File: config.mk
export PLATFORM = sky130hd
export DESIGN_NAME = cordic_vectoring_iter
export DESIGN_NICKNAME = d
export VERILOG_FILES = /design/src/rtl/cordic_vectoring_iter.sv
export SDC_FILE = /design/constraint.sdc
export NUM_CORES = 1
export LEC_CHECK = 0
export BUFFER_PORTS_ARGS = -buffer_cell sky130_fd_sc_hd__buf_2
export CORE_MARGIN = 3
export CORE_UTILIZATION = 35
export DETAILED_ROUTE_END_ITERATION = 16
export SETUP_SLACK_MARGIN = 0.2
export SYNTH_ARGS = -nofsm -noshare
export SYNTH_HDL_FRONTEND = slang
export SYNTH_SLANG_ARGS = --single-unit
File: constraint.sdc
create_clock -name clock -period 4.9 [get_ports clock]
set_input_delay 0.49 -clock clock [delete_from_list [all_inputs] [get_ports clock]]
set_output_delay 0.49 -clock clock [all_outputs]
set_load 0.03 [all_outputs]
File: src/rtl/cordic_vectoring_iter.sv
// Iterative vectoring-mode CORDIC: rotates an I/Q sample onto +x one micro-rotation
// per clock and returns the gain-scaled magnitude and the phase angle.
module cordic_vectoring_iter #(
    parameter int XY_WIDTH   = 16,
    parameter int Z_WIDTH    = 16,
    parameter int ITERATIONS = 12
) (
    input  logic                       clock,
    input  logic                       reset,
    input  logic                       in_valid,
    output logic                       in_ready,
    input  logic signed [XY_WIDTH-1:0] xin,
    input  logic signed [XY_WIDTH-1:0] yin,
    output logic                       out_valid,
    input  logic                       out_ready,
    output logic [XY_WIDTH+1:0]        mag,
    output logic [Z_WIDTH-1:0]         phase
);
    localparam int W = XY_WIDTH + 2;

    typedef enum logic [1:0] {IDLE, RUN, DONE} state_t;

    state_t              state_q, state_d;
    logic [3:0]          i_q, i_d;
    logic signed [W-1:0] x_q, x_d, y_q, y_d;
    logic signed [W-1:0] xe, ye, xs, ys;
    logic [Z_WIDTH-1:0]  z_q, z_d, phase_q, phase_d, atan_c;
    logic [W-1:0]        mag_q, mag_d;

    function automatic logic [Z_WIDTH-1:0] atan_lut(input logic [3:0] k);
        int unsigned v;
        case (k)
            4'd0:    v = 8192;
            4'd1:    v = 4836;
            4'd2:    v = 2555;
            4'd3:    v = 1297;
            4'd4:    v = 651;
            4'd5:    v = 326;
            4'd6:    v = 163;
            4'd7:    v = 81;
            4'd8:    v = 41;
            4'd9:    v = 20;
            4'd10:   v = 10;
            4'd11:   v = 5;
            default: v = 0;
        endcase
        return Z_WIDTH'(v);
    endfunction

    // Two guard bits let -2^(XY_WIDTH-1) negate and the gain-K growth fit without wrap.
    assign xe     = {{2{xin[XY_WIDTH-1]}}, xin};
    assign ye     = {{2{yin[XY_WIDTH-1]}}, yin};
    assign xs     = x_q >>> i_q;
    assign ys     = y_q >>> i_q;
    assign atan_c = atan_lut(i_q);

    always_comb begin
        state_d = state_q;
        i_d     = i_q;
        x_d     = x_q;
        y_d     = y_q;
        z_d     = z_q;
        mag_d   = mag_q;
        phase_d = phase_q;
        case (state_q)
            IDLE: begin
                if (in_valid) begin
                    if (xe[W-1]) begin
                        x_d = -xe;
                        y_d = -ye;
                        z_d = {1'b1, {(Z_WIDTH-1){1'b0}}};
                    end else begin
                        x_d = xe;
                        y_d = ye;
                        z_d = '0;
                    end
                    i_d     = '0;
                    state_d = RUN;
                end
            end
            RUN: begin
                if (!y_q[W-1]) begin
                    x_d = x_q + ys;
                    y_d = y_q - xs;
                    z_d = z_q + atan_c;
                end else begin
                    x_d = x_q - ys;
                    y_d = y_q + xs;
                    z_d = z_q - atan_c;
                end
                if (i_q == 4'(ITERATIONS - 1)) begin
                    mag_d   = $unsigned(x_d);
                    phase_d = z_d;
                    state_d = DONE;
                end else begin
                    i_d = i_q + 4'd1;
                end
            end
            DONE: begin
                if (out_ready) state_d = IDLE;
            end
            default: state_d = IDLE;
        endcase
    end

    always_ff @(posedge clock or posedge reset) begin
        if (reset) begin
            state_q <= IDLE;
            i_q     <= '0;
            x_q     <= '0;
            y_q     <= '0;
            z_q     <= '0;
            mag_q   <= '0;
            phase_q <= '0;
        end else begin
            state_q <= state_d;
            i_q     <= i_d;
            x_q     <= x_d;
            y_q     <= y_d;
            z_q     <= z_d;
            mag_q   <= mag_d;
            phase_q <= phase_d;
        end
    end

    assign in_ready  = (state_q == IDLE);
    assign out_valid = (state_q == DONE);
    assign mag       = mag_q;
    assign phase     = phase_q;
endmodule
==> flow_metrics.env <==
export IMPL_required_ns=5.18
export IMPL_multi_input_area_um2=6990
export IMPL_vias=8928
export IMPL_critPathLaunchType="register"
export IMPL_yosysUniqueCellTypes=71
export IMPL_vias_per_cell=5.73
export IMPL_path_max_fanout=8
export IMPL_wl_per_cell_um=18.5
export IMPL_place_gp_congestion=0.932
export IMPL_postSynth_asyncResetShare_pct=100
export IMPL_yosys_area_top_type="dfrtp_1"
export IMPL_yosys_warnings=0
export IMPL_pin_count=72
export IMPL_clk_latency_ns=0.36
export IMPL_placementRows=59
export IMPL_end_kind="register"
export IMPL_crit_buf_inv=0
export IMPL_worstPathArrival_ns=4.82
export IMPL_grt_max_degree=53
export IMPL_worstSetupPathType="register to register"
export IMPL_die_y_um=171
export IMPL_grt_pass1_vias=8557
export IMPL_max_freq_ghz=0.220
export IMPL_finish_utilization_pct=41.8
export IMPL_placed_cell_area_um2=10500
export IMPL_wl_mm=28.8
export IMPL_synth_top_area_share_pct=24.1
export IMPL_synth_edf_count=0
export IMPL_core_area_um2=26400
export IMPL_worst_pin_slew_ns=0.756
export IMPL_root_buffer="clkbuf_16"
export IMPL_grt_pass1_wl_mm=46.6
export IMPL_antenna_found_initial=1
export IMPL_cap_violations=0
export IMPL_drcViolationCount=0
export IMPL_cts_max_level=3
export IMPL_worstReg2RegEnd="x_q[17]$_DFFE_PP0P_"
export IMPL_holdBufCountCts=0
export IMPL_fillers=2656
export IMPL_area_growth_pct=15.7
export IMPL_start_util_pct=36.1
export IMPL_synthTopCellsByArea="dfrtp_1 24%, mux4_2 8.3%, ha_1 7.9%, o21ai_0 5.7%, xnor2_1 5.5%"
export IMPL_fin_area_um2=11000
export IMPL_ys_seq_elements=92
export IMPL_drt_iter0_markers=648
export IMPL_layout_drive_gt1_share_pct=22.0
export IMPL_cts_sinks=92
export IMPL_clkTransAtPathRegs_ns=0.08
export IMPL_antenna_cells=0
export IMPL_setup_viol=0
export IMPL_mostFrequentLayoutCell="nand2_1"
export IMPL_cts_tree="yes"
export IMPL_status="completed"
export IMPL_r2r_cells=16
export IMPL_min_path_type="input pin to asynchronous set/reset pin"
export IMPL_r2r_start="y_q[13]$_DFFE_PP0P_"
export IMPL_hold_viol=0
export IMPL_io_buffer_count=71
export IMPL_regArea_um2=2310
export IMPL_overflow=0
export IMPL_grt_usage_pct=19.7
export IMPL_finalCriticalPeriod_ns=4.54
export IMPL_slowest_delay_ns=0.57
export IMPL_clock_path_buffers=2
export IMPL_firstDrtPassIters=5
export IMPL_cts_buffers=9
export IMPL_die_area_um2=29300
export IMPL_place_hpwl_mm=21.6
export IMPL_synthCells=1138
export IMPL_synthesis_nets=1237
export IMPL_finalClockSkew_ns=0.0158
export IMPL_syn_area_um2=9540
export IMPL_drv_slew=0
export IMPL_nNetsFinal=1316
export IMPL_avgSynthCellArea_um2=8.39
export IMPL_tns_ns=0
export IMPL_detail_route_antenna_nets=0
export IMPL_critPathTopFamily="multiplexers"
export IMPL_ys_seq_area_share_pct=24.1
export IMPL_final_cell_mix="130 x nand2_1, 103 x o21ai_0, 86 x dfrtp_1"
export IMPL_critical_path_slowest_cell="mux4_2"
export IMPL_die_w_um=171
export IMPL_finalCritPeriodShare_pct=92.7
export IMPL_reg2reg_slack_ns=0.36
export IMPL_rsz0062_at_grt="true"
export IMPL_relSlewSlack_pct=49.4
export IMPL_synthFlopType="dfrtp_1"
export IMPL_crit_chain="mux4_2 -> mux4_2 -> nor4_4 -> nand4_2 -> or3_1 -> mux2i_1 -> o22ai_1 -> ha_1 -> a21o_1 -> a21oi_1 -> nand2_1 -> o31ai_2 -> o21ai_2 -> xor2_2 -> or3_1 -> o21ai_1"
==> repair_timing <==
| item | 4_1_cts | 5_1_grt |
|---|---|---|
| resized for setup | 3 | 50 |
| setup buffers | 1 | 11 |
| endpoints found under the setup margin | 6 | 22 |
| pin swaps | 0 | 14 |
| cloned | 0 | 0 |
==> how the worst max path moves through the flow <==
stage / startpoint / end / slack [ns] / cells after the start
2_1_floorplan: i_q[0]$_DFFE_PP0P_ / y_q[17]$_DFFE_PP0P_ / 0.40 / 18
3_3_place_gp: i_q[1]$_DFFE_PP0P_ / phase[15]$_DFFE_PP0P_ / 0.13 / 20
3_5_place_dp: i_q[1]$_DFFE_PP0P_ / phase[15]$_DFFE_PP0P_ / 0.08 / 20
4_1_cts: i_q[1]$_DFFE_PP0P_ / x_q[17]$_DFFE_PP0P_ / 0.25 / 19
5_1_grt: i_q[1]$_DFFE_PP0P_ / x_q[17]$_DFFE_PP0P_ / 0.13 / 22
6_report: y_q[13]$_DFFE_PP0P_ / x_q[17]$_DFFE_PP0P_ / 0.36 / 16
==> flip-flops by register name (all words and copies together) (netlist names) <==
register and cells:
state_q 2, phase 16, mag 18, i_q 4, y_q 18, z_q 16, x_q 18
==> layout make-up <==
type,count,share of cell area [%]
flip-flops and latches,92,20.9
well taps,335,3.80
multi-input cells,944,63.3
clock buffers,11,2.20
repair buffers,137,8.15
clock inverters,5,0.397
inverters,33,1.17
==> cells by family after synthesis <==
family | Yosys count | synth area share [%]
buf+inv | 102 | 4.41
simple gates | 340 | 16.9
flops | 92 | 24.1
fa+ha+maj | 63 | 8.50
mux | 89 | 14.2
compound gates | 347 | 22.3
xor+xnor | 105 | 9.64
==> stage by stage <==
| stage | hold WS [ns] | cells | setup WS, ns |
|---|---|---|---|
| finish | 0.235 | 1557 | 0.356 |
| global route | 0.302 | 1557 | 0.128 |
| CTS | 0.268 | 1546 | 0.250 |
| detailed placement | 0.457 | 1529 | 0.0841 |
| global placement | 0.454 | 1529 | 0.131 |
| floorplan | 0.469 | 1138 | 0.396 |
==> worst reg2reg max path: cells and delay by family, from the launching register on <==
| kind | cells | cell delay, ns |
|---|---|---|
| AOI/OAI and AO/OA | 6 | 1.02 |
| xor gates and xnor gates | 1 | 0.16 |
| adders and majority gates | 1 | 0.30 |
| DFF | 1 | 0.51 |
| muxes | 3 | 1.26 |
| and+or+nand+nor | 5 | 1.21 |
==> layer usage <==
layer  vias to the layer above  part of all wire, %  GRT usage [%]
met1                      4360                   45           26.0
met2                       204                   50           34.1
met4                         2                  1.6           4.76
met3                        30                  4.0           2.87
met5                         -                0.045              0
li1                       4332                    -              -
==> cells in the mapped netlist (6+ instances only) <==
library cell / number
a211oi_1: 10
a21o_1: 19
a21oi_1: 85
a31oi_1: 16
and2_1: 7
and3_1: 10
buf_1: 14
clkbuf_1: 46
dfrtp_1: 92
ha_1: 60
inv_1: 30
mux2_2: 14
mux2i_1: 37
mux4_2: 35
nand2_1: 130
nand2b_1: 19
nand3_1: 28
nor2_1: 77
nor2b_1: 17
nor3_1: 11
o211ai_1: 17
o21ai_0: 108
o21ai_1: 6
o21bai_1: 6
o22ai_1: 17
o31ai_1: 14
or2_2: 6
or3_1: 11
or4_1: 7
xnor2_1: 60
xor2_1: 45
Power is left out: the tool's default activity adds up to more than one toggle a clock period on the data nets, which glitch-free logic cannot reach.
